<file path="src/rtl/sprf_addr_gen.sv">
// sprf_addr_gen: pointer register file producing registered indirect dmem addresses
// with per-pointer base/limit circular post-increment.
module sprf_addr_gen #(
    parameter int ADDR_W   = 16,
    parameter int NPTR     = 4,
    parameter int IDX_W    = 2,
    parameter int STRIDE_W = 4
) (
    input  logic                clk,
    input  logic                reset_b,
    input  logic                t_cs,
    input  logic                ipt_ld_en,
    input  logic                ipt_lim_en,
    input  logic [IDX_W-1:0]    ipt_ld_idx,
    input  logic [ADDR_W-1:0]   ipt_ld_data,
    input  logic                ipt_rd_en,
    input  logic [IDX_W-1:0]    ipt_rd_idx,
    input  logic                ipt_inc_en,
    input  logic [STRIDE_W-1:0] ipt_stride,
    output logic [ADDR_W-1:0]   opt_addr,
    output logic                opt_addr_vld,
    output logic                opt_wrap,
    output logic                opt_err
);
    logic [ADDR_W-1:0] ptr  [NPTR];
    logic [ADDR_W-1:0] base [NPTR];
    logic [ADDR_W-1:0] lim  [NPTR];
    logic [ADDR_W-1:0] rd_ptr;
    logic [ADDR_W:0]   sum;
    logic              fwd;
    logic              inc;
    logic              wrap;

    // Sum carries one extra bit so a carry-out always counts as exceeding the limit.
    always_comb begin
        rd_ptr = ptr[ipt_rd_idx];
        sum    = {1'b0, rd_ptr} + {{(ADDR_W+1-STRIDE_W){1'b0}}, ipt_stride};
        fwd    = ipt_ld_en && (ipt_ld_idx == ipt_rd_idx);
        inc    = ipt_rd_en && ipt_inc_en && !fwd;
        wrap   = sum > {1'b0, lim[ipt_rd_idx]};
    end

    always_ff @(posedge clk or negedge reset_b) begin
        if (!reset_b) begin
            for (int i = 0; i < NPTR; i++) begin
                ptr[i]  <= '0;
                base[i] <= '0;
                lim[i]  <= '1;
            end
            opt_addr     <= '0;
            opt_addr_vld <= 1'b0;
            opt_wrap     <= 1'b0;
            opt_err      <= 1'b0;
        end else if (t_cs) begin
            opt_addr_vld <= ipt_rd_en;
            opt_wrap     <= inc && wrap;
            if (ipt_rd_en)
                opt_addr <= fwd ? ipt_ld_data : rd_ptr;
            if (inc)
                ptr[ipt_rd_idx] <= wrap ? base[ipt_rd_idx] : sum[ADDR_W-1:0];
            // A pointer load takes priority over a limit write on the same cycle.
            if (ipt_ld_en) begin
                ptr[ipt_ld_idx]  <= ipt_ld_data;
                base[ipt_ld_idx] <= ipt_ld_data;
            end else if (ipt_lim_en) begin
                lim[ipt_ld_idx] <= ipt_ld_data;
            end
            if (ipt_ld_en && ipt_lim_en)
                opt_err <= 1'b1;
        end else begin
            opt_addr_vld <= 1'b0;
            opt_wrap     <= 1'b0;
        end
    end
endmodule
</file>
<file path="config.mk">
export PLATFORM = sky130hd
export DESIGN_NAME = sprf_addr_gen
export DESIGN_NICKNAME = d
export VERILOG_FILES = /design/src/rtl/sprf_addr_gen.sv
export SDC_FILE = /design/constraint.sdc
export NUM_CORES = 1
export LEC_CHECK = 0
export BUFFER_PORTS_ARGS = -buffer_cell sky130_fd_sc_hd__buf_2
export CAP_MARGIN = 20
export CELL_PAD_IN_SITES_DETAIL_PLACEMENT = 0
export CELL_PAD_IN_SITES_GLOBAL_PLACEMENT = 1
export CORE_AREA = 2 2 156 158
export DETAILED_ROUTE_END_ITERATION = 10
export DIE_AREA = 0 0 158 160
export HOLD_SLACK_MARGIN = 0.1
export PLACE_DENSITY_LB_ADDON = 0.12
export SYNTH_ARGS = -nofsm -noshare
export SYNTH_HDL_FRONTEND = slang
export SYNTH_SLANG_ARGS = --single-unit
</file>
<file path="constraint.sdc">
create_clock -name clk -period 4.7 [get_ports clk]
set_input_delay 0.94 -clock clk [delete_from_list [all_inputs] [get_ports clk]]
set_output_delay 0.94 -clock clk [all_outputs]
set_load 0.005 [all_outputs]
</file>
==> results_dict.tcl <==
set metrics [dict create \
    run_status "completed" \
    grt.total_usage_pct 24.90 \
    ir_worst_vdd_uv 245.1 \
    powerDensity_mw_per_mm2 558.5 \
    die_x_um 158 \
    hold_ws_ns 0.4266 \
    ys_warn_count 0 \
    tns_ns 0 \
    start_util_pct 44.89 \
    seqCellArea_mm2 0.005360 \
    synth_seq_area_share_pct 50.12 \
    vias_per_cell 6.088 \
    startpoint_type "input port" \
    synth_top_area_share_pct 34.40 \
    fp.dieH_um 160 \
    synth_edf_count 0 \
    grt_start_max_net_pins 122 \
    slowest_delay_ns 0.55 \
    netlist_area_mm2 0.01069 \
    p_clk_share_pct 25.2 \
    drt_iter0_markers 762 \
    slew_headroom_pct 33.00 \
    ys_types 55 \
    slew_viol_final 0 \
    cts.repair.resized 0 \
    route.detailed.drc 0 \
    hold_path_class "input port to asynchronous set/reset pin" \
    synth_ff_type "dfrtp_1" \
    worst_slew_pin_slew_ns 1.003 \
    rrSetupSlack_ns 0.46 \
    coreArea_mm2 0.02382 \
    gp_congestion 0.9189 \
    area.growth.synth_to_final_pct 17.83 \
    crit_fanout 9 \
    cp_slowest_cell "mux4_2" \
    grt_pass1_wl_um 47490 \
    cts.reportedPaths.clkPinSlew_ns 0.06 \
    pin_count 50 \
    layout_commonest_cell "dfrtp_1" \
    seqPwrFrac_pct 37.5 \
    cts_tree "done" \
    grt_pass1_vias 8174 \
    skew_ns 0.03048 \
    r2r_cells 15 \
    mostFrequentLayoutCells "dfrtp_1 (147), mux2_2 (128), buf_4 (71)" \
    ant_nets 0 \
    multi_input_area_mm2 0.005122 \
    power_leakage_nw 5.122 \
    std_cell_rows 57 \
    grt_overflow_total 0 \
    antenna_found_initial 5 \
    r2r-start "ptr[0]$_DFFE_PN0P_" \
    clock_path_buffers 3 \
    h-tree-depth 1 \
    drt_first_pass_iters 5 \
    die-area_mm2 0.02528 \
    portBuffers 49 \
    comb_power_share_pct 37.3 \
    max_freq_mhz 225.7 \
    criticalPathCategory "input port to flip-flop" \
    cts_root_buf "clkbuf_16" \
    crit_path_end_kind "flip-flop" \
    min_period_ns 4.431 \
    num_vias 7653 \
    clk_latency_ns 0.53 \
    power.switching_mw 2.374 \
    maxCapViolCount 0 \
    nNetsFinal 964 \
    cts_sinks 211 \
    fin_crit_sh_pct 94.27 \
    drt-wirelength-per-cell_um 24.66 \
    postCtsSetupBuffers 0 \
    critPathLaunch "ipt_rd_idx[0]" \
    fillers 2065 \
    p_int_mw 4.664 \
    crit_chain "buf_4 -> mux4_2 -> ha_4 -> fa_2 -> a21o_1 -> a21oi_4 -> nor2_1 -> xor2_1 -> ha_1 -> a211oi_2 -> nor2_1 -> a2111o_1 -> o211a_4 -> buf_4 -> o21ai_4 -> a31oi_1" \
    worstPathArrival_ns 4.79 \
    hpwlAfterDp_um 20900 \
    wl_um 31000 \
    required_ns 5.06 \
    syn_nets 883 \
    endpoint "ptr[58]$_DFFE_PN0P_" \
    finalSetupViolations 0 \
    rsz0062_at_grt "false" \
    timing.rr.end "ptr[58]$_DFFE_PN0P_" \
    synth_area_leaders "dfrtp_1 (34%), dfstp_2 (16%), mux2_2 (13%), mux4_2 (10%), a31oi_1 (3.7%)" \
    final-hold-violation-count 0 \
    drive_above_1_share_pct 46.34 \
    ys_ff_latch 211 \
    sw_frac_of_total_pct 33.73 \
    cts_made_buffers 24 \
    syn_avg_cell_area_um2 12.87 \
    async_flop_share_pct 100.0 \
    synth_cells 831 \
    ctsHoldBuffers 0 \
    synth_top_cell_by_area "dfrtp_1" \
]
==> worst min-delay path by stage <==
stage                              from                   end  slack (ns)  depth (start not counted)
global placement    opt_err$_DFFE_PN0P_   opt_err$_DFFE_PN0P_        0.47                          1
detailed placement  opt_err$_DFFE_PN0P_   opt_err$_DFFE_PN0P_        0.46                          1
CTS                 opt_err$_DFFE_PN0P_   opt_err$_DFFE_PN0P_        0.48                          1
finish                          reset_b  base[63]$_DFFE_PN0P_        0.43                          1
floorplan           opt_err$_DFFE_PN0P_   opt_err$_DFFE_PN0P_        0.47                          1
global route                    reset_b  base[63]$_DFFE_PN0P_        0.51                          1
==> area by class of cell <==
type | instances | share of cell area (%)
flip-flops and latches | 211 | 42.54
multi-input cells | 533 | 40.65
repair buffers | 125 | 7.119
clock buffers | 35 | 5.501
well taps | 324 | 3.217
inverters | 17 | 0.5064
clock inverters | 9 | 0.4071
diodes | 3 | 0.05958
==> worst max-delay path: cells and delay by family <==
kind                       cells  cell delay (ns)
AOI/OAI and AO/OA              7             1.71
xor gates and xnor gates       1             0.21
adders and majority gates      3             0.88
buffers and inverters          2             0.33
muxes                          1             0.55
and+or+nand+nor                2             0.15
==> per-layer routing <==
metal	global-route usage [%]	part of all wire [%]
met1	33.15	41
met2	39.70	47
met3	4.423	7.5
met4	11.55	5.0
met5	0	0.042
==> through the flow <==
| stage | utilization [%] | setup slack (ns) | instance area (um2) | std cells | total power, mW |
|---|---|---|---|---|---|
| 2_1_floorplan | - | -0.1511 | 10910 | 831 | 4.336 |
| 3_3_place_gp | 49.68 | -0.1194 | 11830 | 1209 | 5.126 |
| 3_5_place_dp | 49.74 | -0.2062 | 11850 | 1210 | 5.256 |
| 4_1_cts | 52.87 | 0.3133 | 12590 | 1254 | 7.050 |
| 5_1_grt | 52.88 | 0.08427 | 12600 | 1255 | 7.428 |
| 6_report | 52.90 | 0.2693 | 12600 | 1257 | 7.038 |
==> power by group through the flow <==
| stage | logic [mW] | registers, mW | clock network (mW) |
|---|---|---|---|
| CTS | 2.61 | 2.63 | 1.81 |
| global placement | 2.51 | 2.61 | 0 |
| detailed placement | 2.59 | 2.66 | 0 |
| finish | 2.62 | 2.64 | 1.78 |
| floorplan | 1.75 | 2.58 | 0 |
| global route | 2.85 | 2.69 | 1.89 |
==> registers in the layout, indices dropped and copies added (netlist names) <==
register	flops
opt_addr	16
opt_err	1
ptr	64
base	64
lim	64
opt_wrap	1
opt_addr_vld	1
==> Yosys cell counts (3+ instances only) <==
cell	number
mux4_2	48
o21ai_2	10
nand3_1	14
mux2_2	128
nand2b_1	18
ha_1	20
o21ai_0	8
nand4_1	3
o22ai_1	64
dfstp_2	64
a31oi_1	64
nor3b_1	3
clkbuf_1	51
nand2_1	21
o21a_1	3
a21oi_1	24
buf_2	16
nor2b_1	8
dfrtp_1	147
and2_1	4
xnor2_1	6
inv_1	17
nor2_1	25
a41oi_1	4
xor2_1	8
mux2i_1	16
nor3_1	3
==> kinds of logic (layout without fill, tap and decap cells) <==
logic type | Yosys count | in the layout | synth area share, %
other cells | 0 | 3 | 0
fa+ha+maj | 21 | 21 | 2.527
mux | 192 | 192 | 25.08
simple gates | 117 | 117 | 6.377
buf+inv | 87 | 186 | 3.416
flops | 211 | 211 | 50.12
xor+xnor | 14 | 14 | 1.147
compound gates | 189 | 189 | 11.33
No activity file was read; power rests on OpenSTA's default activity.
